--- config.mk ---
export PLATFORM = sky130hd
export DESIGN_NAME = imm_gen_pipe
export DESIGN_NICKNAME = d
export VERILOG_FILES = /design/src/rtl/riscv_imm_pkg.sv /design/src/rtl/imm_skid_buf.sv /design/src/rtl/imm_gen_pipe.sv
export SDC_FILE = /design/constraint.sdc
export NUM_CORES = 1
export LEC_CHECK = 0
export CORE_UTILIZATION = 34
export CTS_BUF_LIST = sky130_fd_sc_hd__clkbuf_8
export DETAILED_ROUTE_END_ITERATION = 12
export REMOVE_ABC_BUFFERS = 1
export SLEW_MARGIN = 10
export SYNTH_ARGS = -nofsm -noshare
export SYNTH_HDL_FRONTEND = slang
export SYNTH_SLANG_ARGS = --single-unit
--- constraint.sdc ---
create_clock -name clk -period 1.45 [get_ports clk]
set_input_delay 0.29 -clock clk [delete_from_list [all_inputs] [get_ports clk]]
set_output_delay 0.29 -clock clk [all_outputs]
set_load 0.005 [all_outputs]
--- src/rtl/riscv_imm_pkg.sv ---
// rtl/riscv_imm_pkg.sv - immediate formats, opcodes and buffer types for imm_gen_pipe
package riscv_imm_pkg;

    // Encoding matches the extend_unit control select so downstream muxes keep working.
    typedef enum logic [2:0] {
        FMT_I    = 3'b000,
        FMT_S    = 3'b001,
        FMT_B    = 3'b010,
        FMT_J    = 3'b011,
        FMT_U    = 3'b100,
        FMT_NONE = 3'b111
    } imm_fmt_t;

    typedef enum logic [1:0] {
        SKID_EMPTY = 2'b00,
        SKID_ONE   = 2'b01,
        SKID_FULL  = 2'b10
    } skid_state_t;

    localparam logic [6:0] OPC_LOAD      = 7'b0000011;
    localparam logic [6:0] OPC_MISC_MEM  = 7'b0001111;
    localparam logic [6:0] OPC_OP_IMM    = 7'b0010011;
    localparam logic [6:0] OPC_AUIPC     = 7'b0010111;
    localparam logic [6:0] OPC_OP_IMM_32 = 7'b0011011;
    localparam logic [6:0] OPC_STORE     = 7'b0100011;
    localparam logic [6:0] OPC_OP        = 7'b0110011;
    localparam logic [6:0] OPC_LUI       = 7'b0110111;
    localparam logic [6:0] OPC_OP_32     = 7'b0111011;
    localparam logic [6:0] OPC_BRANCH    = 7'b1100011;
    localparam logic [6:0] OPC_JALR      = 7'b1100111;
    localparam logic [6:0] OPC_JAL       = 7'b1101111;
    localparam logic [6:0] OPC_SYSTEM    = 7'b1110011;

    // Canonical RV64-sized entry shared with the later decode stage.
    typedef struct packed {
        logic [31:0] instr;
        logic [63:0] imm;
        imm_fmt_t    fmt;
        logic        illegal;
    } imm_entry_t;

endpackage

--- src/rtl/imm_skid_buf.sv ---
// rtl/imm_skid_buf.sv - 2-entry valid/ready skid buffer, generic payload width
module imm_skid_buf
    import riscv_imm_pkg::*;
#(
    parameter int             W       = 8,
    parameter logic [W-1:0]   RST_VAL = '0
) (
    input  logic         clk,
    input  logic         rst_n,
    input  logic         in_valid,
    output logic         in_ready,
    input  logic [W-1:0] in_data,
    output logic         out_valid,
    input  logic         out_ready,
    output logic [W-1:0] out_data
);

    skid_state_t  state_q, state_d;
    logic         in_ready_q, out_valid_q;
    logic [W-1:0] out_q, skid_q;
    logic         load_out, load_skid, pop_skid;

    // in_ready is accepted as 1 in EMPTY/ONE, so in_valid alone means a transfer there.
    always_comb begin
        state_d   = state_q;
        load_out  = 1'b0;
        load_skid = 1'b0;
        pop_skid  = 1'b0;
        case (state_q)
            SKID_EMPTY: begin
                if (in_valid) begin
                    state_d  = SKID_ONE;
                    load_out = 1'b1;
                end
            end
            SKID_ONE: begin
                if (in_valid && out_ready) begin
                    load_out = 1'b1;
                end else if (in_valid) begin
                    state_d   = SKID_FULL;
                    load_skid = 1'b1;
                end else if (out_ready) begin
                    state_d = SKID_EMPTY;
                end
            end
            SKID_FULL: begin
                if (out_ready) begin
                    state_d  = SKID_ONE;
                    pop_skid = 1'b1;
                end
            end
            default: state_d = SKID_EMPTY;
        endcase
    end

    always_ff @(posedge clk or negedge rst_n) begin
        if (!rst_n) begin
            state_q     <= SKID_EMPTY;
            in_ready_q  <= 1'b1;
            out_valid_q <= 1'b0;
            out_q       <= RST_VAL;
            skid_q      <= RST_VAL;
        end else begin
            state_q     <= state_d;
            in_ready_q  <= (state_d != SKID_FULL);
            out_valid_q <= (state_d != SKID_EMPTY);
            if (load_out) begin
                out_q <= in_data;
            end else if (pop_skid) begin
                out_q <= skid_q;
            end
            if (load_skid) begin
                skid_q <= in_data;
            end
        end
    end

    assign in_ready  = in_ready_q;
    assign out_valid = out_valid_q;
    assign out_data  = out_q;

endmodule

--- src/rtl/imm_gen_pipe.sv ---
// rtl/imm_gen_pipe.sv - pipelined opcode-driven immediate generator; optional IMM_SHAMT_EN
module imm_gen_pipe
    import riscv_imm_pkg::*;
#(
    parameter int XLEN      = 32,
    parameter bit EXT64_OPS = (XLEN == 64)
) (
    input  logic            clk,
    input  logic            rst_n,
    input  logic            in_valid,
    output logic            in_ready,
    input  logic [31:0]     in_instr,
    output logic            out_valid,
    input  logic            out_ready,
    output logic [XLEN-1:0] out_imm,
    output imm_fmt_t        out_fmt,
    output logic            out_illegal,
    output logic [31:0]     out_instr
);

    generate
        if (XLEN != 32 && XLEN != 64) begin : g_bad_xlen
            $error("imm_gen_pipe: XLEN must be 32 or 64");
        end
    endgenerate

    localparam int PW = 32 + XLEN + 3 + 1;
    localparam logic [PW-1:0] RST_ENTRY = {32'd0, {XLEN{1'b0}}, FMT_NONE, 1'b0};

    logic [6:0]      opc;
    logic [XLEN-1:0] imm_i, imm_s, imm_b, imm_j, imm_u;
    logic [XLEN-1:0] dec_imm;
    imm_fmt_t        dec_fmt;
    logic            dec_illegal;
    logic [PW-1:0]   in_entry, out_entry;

    assign opc   = in_instr[6:0];
    assign imm_i = XLEN'($signed(in_instr[31:20]));
    assign imm_s = XLEN'($signed({in_instr[31:25], in_instr[11:7]}));
    assign imm_b = XLEN'($signed({in_instr[31], in_instr[7], in_instr[30:25],
                                  in_instr[11:8], 1'b0}));
    assign imm_j = XLEN'($signed({in_instr[31], in_instr[19:12], in_instr[20],
                                  in_instr[30:21], 1'b0}));
    assign imm_u = XLEN'($signed({in_instr[31:12], 12'b0}));

    always_comb begin
        dec_imm     = '0;
        dec_fmt     = FMT_NONE;
        dec_illegal = 1'b0;
        case (opc)
            OPC_LOAD, OPC_OP_IMM, OPC_JALR, OPC_MISC_MEM, OPC_SYSTEM: begin
                dec_fmt = FMT_I;
                dec_imm = imm_i;
            end
            OPC_OP_IMM_32: begin
                if (EXT64_OPS) begin
                    dec_fmt = FMT_I;
                    dec_imm = imm_i;
                end else begin
                    dec_illegal = 1'b1;
                end
            end
            OPC_STORE:  begin dec_fmt = FMT_S; dec_imm = imm_s; end
            OPC_BRANCH: begin dec_fmt = FMT_B; dec_imm = imm_b; end
            OPC_JAL:    begin dec_fmt = FMT_J; dec_imm = imm_j; end
            OPC_LUI, OPC_AUIPC: begin dec_fmt = FMT_U; dec_imm = imm_u; end
            OPC_OP:     ;
            OPC_OP_32:  dec_illegal = !EXT64_OPS;
            default:    dec_illegal = 1'b1;
        endcase
`ifdef IMM_SHAMT_EN
        // Shifts carry funct7 in the upper immediate bits; expose only the shift amount.
        if (dec_fmt == FMT_I && (opc == OPC_OP_IMM || opc == OPC_OP_IMM_32)
            && in_instr[13:12] == 2'b01) begin
            if (XLEN == 32 || opc == OPC_OP_IMM_32) begin
                dec_imm = XLEN'(in_instr[24:20]);
            end else begin
                dec_imm = XLEN'(in_instr[25:20]);
            end
        end
`else
`endif
    end

    assign in_entry = {in_instr, dec_imm, dec_fmt, dec_illegal};

    imm_skid_buf #(
        .W       (PW),
        .RST_VAL (RST_ENTRY)
    ) u_skid (
        .clk       (clk),
        .rst_n     (rst_n),
        .in_valid  (in_valid),
        .in_ready  (in_ready),
        .in_data   (in_entry),
        .out_valid (out_valid),
        .out_ready (out_ready),
        .out_data  (out_entry)
    );

    assign out_instr   = out_entry[PW-1 -: 32];
    assign out_imm     = out_entry[XLEN+3:4];
    assign out_fmt     = imm_fmt_t'(out_entry[3:1]);
    assign out_illegal = out_entry[0];

endmodule

* Word-level counts from Yosys, hierarchy flattened *
Index checks and enable logic that the tools add are counted.
Widths: inputs -> output; s select.

operators by class
  eq/ne operators = 14
  mux-type cells = 18
  reduce and logical (&&, ||, !) cells = 7

operators by type and width
  operator            count
  $pmux 32 s5         1
  $mux 68             2
  $eq 7x7->1 const B  4
  $eq 7x6->1 const B  3
  $pmux 3 s5          1
  $eq 7x5->1 const B  2
  $reduce_or 11->1    1
  $mux 2              5
  $eq 7x2->1 const B  1
  $eq 7x4->1 const B  1
  $mux 1              7
  $pmux 2 s3          1
  $reduce_or 5->1     1
  $reduce_bool 2->1   2
  $eq 2x1->1 const B  1
  $eq 2x2->1 const B  1
  $logic_not 2->1     1
  $ne 2x2->1 const B  1
  $pmux 1 s2          1
  $reduce_or 2->1     1
  $logic_and 1x1->1   1

storage, ports and cells
  bits in registers = 140

* Longest topological paths before layout *
  word-level depth = 5
  gate-level depth with buffers = 7
  depth with buffers taken out = 4

* Modules after synthesis *
A second synthesis with hierarchy kept.

unflattened totals
  cells, all modules = 733
  area, all modules = 7850.0 um^2

modules (own cells, without submodules)
  module        times used  cells each  area an instance (um^2)
  imm_skid_buf  1           628         7123.1
  imm_gen_pipe  1           105         726.9

* Worst setup path after synthesis *
No wires, ideal clock.

  path type = input-to-reg
  start point = input in_instr[3]
  end point = register u_skid.out_q[0] (netlist: u_skid.out_data[0])
  arrival time = 1.435 ns
  required time = 1.324 ns
  path slack = -0.112 ns
  stages = 5
  path buffers = 1
  cells stage by stage = buf_2 or3b_4 a211oi_4 a211oi_2 a221o_1

between the ends
  cells in the longest elaborated chain, start to end = 4
  elaborated cells between the ends (all ways) = 14
  classes of those cells = eq/ne: 11; mux: 2; reduce/logical: 1

RTL lines
  what                                      RTL line            RTL
  start, declared                           imm_gen_pipe.sv:12  input logic [31:0] in_instr,
  $eq 7x6->1, or another cell as far along  imm_gen_pipe.sv:50  case (opc)
  $reduce_or 11->1 (no line) *              --
  $mux 1 *                                  --
  $mux 68 *                                 imm_skid_buf.sv:67  if (load_out) begin
  end signal, assigned                      imm_skid_buf.sv:68  out_q <= in_data;
  end signal, assigned                      imm_skid_buf.sv:70  out_q <= skid_q;
  end, declared                             imm_skid_buf.sv:20  logic [W-1:0] out_q, skid_q;

Every way passes the cells marked *; elsewhere a longest branch is shown, timed or not.
A chain may end at the register's enable or synchronous reset.

* Final worst setup path *
  start point = register u_skid.state_q[0]
  end point = register u_skid.out_q[0] (netlist: u_skid.out_data[0])

between the ends
  cells in the longest elaborated chain, start to end = 3
  elaborated cells between the ends (all ways) = 7
  classes of those cells = eq/ne: 2; mux: 3; reduce/logical: 2

RTL lines
  what                                          RTL line            RTL
  start, declared                               imm_skid_buf.sv:18  skid_state_t state_q, state_d;
  start signal, assigned                        imm_skid_buf.sv:64  state_q <= state_d;
  $eq 2x1->1, or another cell as far along      imm_skid_buf.sv:29  case (state_q)
  $pmux 1 s2 or $mux 1 (tied branches)          imm_skid_buf.sv:29
  $mux 68 or $reduce_bool 2->1 (tied branches)  --

Parallel ways exist; a longest one is shown, timed or not.

==> results by group <==
GRT
  • First-pass GRT wire length: 31.2 mm
  • Number of antenna violations at the first check in global routing: 0
  • GRT Total Usage: 0.208
  • Overall overflow remaining after global route: 0
  • Maximum number of pins on one net before global-route repair: 49
  • Via count of the first global-routing pass: 5,833

Worst setup path
  • CP required: 1.79 ns
  • Endpoint of the lowest-slack register-to-register path: u_skid.out_data[0]$_DFFE_PN0P_
  • Series of cell instances along the critical path: buf_6 -> and3b_2 -> a21oi_4 -> buf_4 -> buf_16 -> a221o_1
  • Flop-to-flop setup slack: -0.14 ns
  • Worst R2R Path Depth: 6
  • Number of buffers and inverters on the critical path: 3
  • Beginning of the critical path: u_skid.state_q[0]$_DFF_PN0_
  • Worst Setup End Kind: register
  • Delay of the slowest cell on the worst path: 0.39 ns
  • Startpoint types: register
  • Crit path kind: reg2reg
  • Worst-path maximum fanout: 7
  • Largest delay contributor family on the critical path: buffers and inverters
  • Reg-to-reg startpoint: u_skid.state_q[0]$_DFF_PN0_
  • CP max stage cell: dfrtp_1
  • Critical Path AT: 1.92 ns

Logic synthesis
  • Synthesized flop and latch total: 140
  • Summed instance area of the synthesized netlist: 6440 um^2
  • Post-synthesis instance total: 697
  • Xor/xnor share of the synthesized area: 0.00272
  • Combinational family with the most area after synthesis: simple AND/OR/NAND/NOR gates
  • Sequential cell area fraction in the yosys report: 0.545
  • Async set or reset register ratio after synthesis: 1.00
  • Mapped Avg Cell Area: 9.24 um^2
  • Multiplexer fraction of the synthesized cell area: 0.0315
  • Number of enable-type register cells in the synthesized netlist: 0
  • Share of synthesized cell area in full adder, half adder and majority cells: 0
  • Post-synth cell types: 61
  • Compound-cell area share of the yosys netlist: 0.158
  • Fraction of the mapped netlist area in simple logic gates: 0.221
  • Yosys warning total: 0
  • Predominant post-synthesis flop cell: dfrtp_1

STA
  • Final Skew: 0.0113 ns
  • Number of hold violations in the final report: 0
  • Share of the cycle needed by the critical path after routing: 1.09
  • Max transition margin: 0.562
  • Post-layout worst setup margin: -0.137 ns
  • Min Clock Period, post-route: 1.59 ns
  • Slew at the pin closest to its max-slew limit: 0.650 ns
  • Maximum clock frequency: 630 MHz
  • Unrepaired setup endpoints after global routing: true
  • Number of pins exceeding their max-slew limit in the final report: 0
  • Final setup violation count: 80

Drt
  • Post-DR wirelength/cell: 18.2 um
  • Via count of the routed design: 6,152
  • Length of the first detailed-routing pass in iterations: 6
  • Detail Route Antenna Nets: 0
  • DRC marker count from the first detailed-route iteration: 286
  • DRC Markers: 0
  • Total length of routed wires: 21.4 mm
  • Post-detailed-route via-to-cell ratio: 5.23

Floorplan
  • Number of placed I/O pins: 106
  • Area enclosed by the die boundary: 19,500 um^2
  • Die width: 140 um
  • Initial core utilization: 0.353
  • Overall die height: 140 um
  • Row Count: 49
  • Core region area: 18,300 um^2

Placement
  • Post-detail-place hpwl: 12.5 mm
  • RD Place Congestion: 0.857
  • Number of buffers added on ports: 105
  • Setup Slack @ Placement: -0.751 ns
  • Area after DPL: 8540 um^2

Power and ir drop
  • Int Power: 9.31 mW
  • Reported net switching power: 4.30 mW
  • Leakage: 4.91 nW
  • Clock network fraction of total power: 0.256
  • Seq pwr share: 0.421
  • Power density relative to cell area: 1290 nW/um^2
  • Power share of the combinational group: 0.323
  • Maximum ir drop on the vdd rail: 0.000676 V
  • Share of total power consumed by net switching: 0.316

Finish
  • Proportion of layout cells with a drive suffix above 1: 0.364
  • Synth-to-layout area growth: 63.7%
  • Final nets: 970
  • Diode count: 0
  • Filler Cell Count: 1,554
  • Finished layout cell area: 10,500 um^2

Clocking
  • Root Buffer Master: clkbuf_8
  • Clock tree from TritonCTS: built
  • H-tree depth: 4
  • Worst skew pair latency: 0.45 ns
  • Largest buffer count on any clock path: 2
  • Total clock sinks: 140
  • Clock-pin transition on the worst setup and hold timing paths: 0.09 ns
  • Num CTS Buffers: 17

Status
  • Failing checks: setup timing
  • Outcome: finished, violations left

Run
  • Max-Cap Viols: 0

Min path
  • Path category of the worst min-delay check: in2async
==> registers in the layout (all words and copies together) (netlist names) <==
signal            count
u_skid.in_ready       1
u_skid.out_data      68
u_skid.out_valid      1
u_skid.skid_q        68
u_skid.state_q        2
==> final cells by class <==
| class | instances | area [um^2] | share of cell area |
|---|---|---|---|
| Inverter | 3 | 11.3 | 0.00107 |
| Sequential cell | 140 | 3510 | 0.333 |
| Tap cell | 229 | 287 | 0.0272 |
| Clock inverter | 12 | 158 | 0.0149 |
| Clock buffer | 20 | 275 | 0.0261 |
| Timing Repair Buffer | 273 | 2970 | 0.281 |
| Multi-Input combinational cell | 499 | 3340 | 0.316 |
==> per-layer routing <==
metal,up-vias,routed length (um),track usage
met1,3036,9440,0.271
met3,25,1140,0.0496
li1,2908,-,-
met4,0,362,0.0659
met2,183,10400,0.340
met5,-,0,0
==> synthesized netlist by cell type (5+ instances only) <==
cell type	n	area [um^2]
a21oi_1	10	50.1
a22oi_1	7	52.6
a31oi_1	38	238
a32oi_1	8	70.1
and3_1	6	37.5
buf_2	25	125
clkbuf_1	24	90.1
dfrtp_1	133	3330
dfstp_2	7	184
mux2i_1	18	180
nand2_1	203	762
nand2b_1	5	31.3
nand3_1	39	195
nor2_1	50	188
o211ai_1	14	105
o21ai_0	24	120
o21ai_1	9	45.0
o31ai_1	5	37.5
==> repair_timing <==
item / 4_1_cts / 5_1_grt
resized for setup: 168 / 192
gates cloned: 12 / 9
hold buffers: 1 / 0
endpoints found under the setup margin: 151 / 145
pin swaps: 29 / 77
hold endpoints to repair: 81 / 0
buffers inserted: 33 / 24
==> power groups by stage <==
stage	combinational [mW]	clock (mW)	sequential [mW]
4_1_cts	3.69	3.51	5.58
3_5_place_dp	3.39	0	5.65
6_report	4.40	3.48	5.74
5_1_grt	4.77	3.68	5.85
2_1_floorplan	1.38	0	5.56
3_3_place_gp	3.34	0	5.62
==> worst max path at each step <==
stage / slack [ns] / depth (start not counted) / end
floorplan: -2.36 / 4 / u_skid.skid_q[24]$_DFFE_PN0P_
global placement: -0.68 / 6 / u_skid.skid_q[22]$_DFFE_PN0P_
detailed placement: -0.75 / 6 / u_skid.skid_q[18]$_DFFE_PN0P_
CTS: -0.12 / 10 / u_skid.skid_q[60]$_DFFE_PN0P_
global route: -0.20 / 6 / u_skid.out_data[5]$_DFFE_PN0P_
finish: -0.14 / 6 / u_skid.out_data[0]$_DFFE_PN0P_
==> stage by stage <==
step           std cells   util  hold slack (ns)  power, mW  setup TNS (ns)
4_1_cts             1151  0.529            0.252       12.8           -2.99
6_report            1176  0.577            0.258       13.6           -3.72
3_3_place_gp        1074  0.467            0.165       8.97          -66.08
3_5_place_dp        1074  0.467            0.166       9.04          -67.65
5_1_grt             1176  0.577            0.249       14.3           -9.74
2_1_floorplan        642      -         -0.00559       6.94         -173.77
==> cells by family (layout without fill, tap and decap cells) <==
| group | count (synthesis) | after routing |
|---|---|---|
| buffers and inverters | 58 | 308 |
| and+or+nand+nor | 331 | 331 |
| xor gates and xnor gates | 2 | 2 |
| DFF | 140 | 140 |
| AOI/OAI and AO/OA | 146 | 146 |
| muxes | 20 | 20 |
==> placed cells by master (no fill, tap or decap), types with 5 or more instances in the layout <==
cell	count
nand2_1	157
a22oi_2	7
a31oi_1	34
clkbuf_8	20
dlygate4sd2_1	42
and3_1	6
clkdlybuf4s15_1	27
dfstp_2	7
mux2i_1	18
clkdlybuf4s50_1	28
nor2_2	12
a32oi_1	7
buf_12	23
buf_4	83
dfrtp_1	133
a21oi_2	5
o21ai_1	20
buf_6	38
nand3_2	11
nand3_1	27
nor2_4	13
nor2_1	25
buf_16	5
nand2_2	36
clkbuf_16	8
nand2_4	10
buf_8	9
o211ai_1	14
o21ai_0	12
Power figures use the tool's default switching activity.
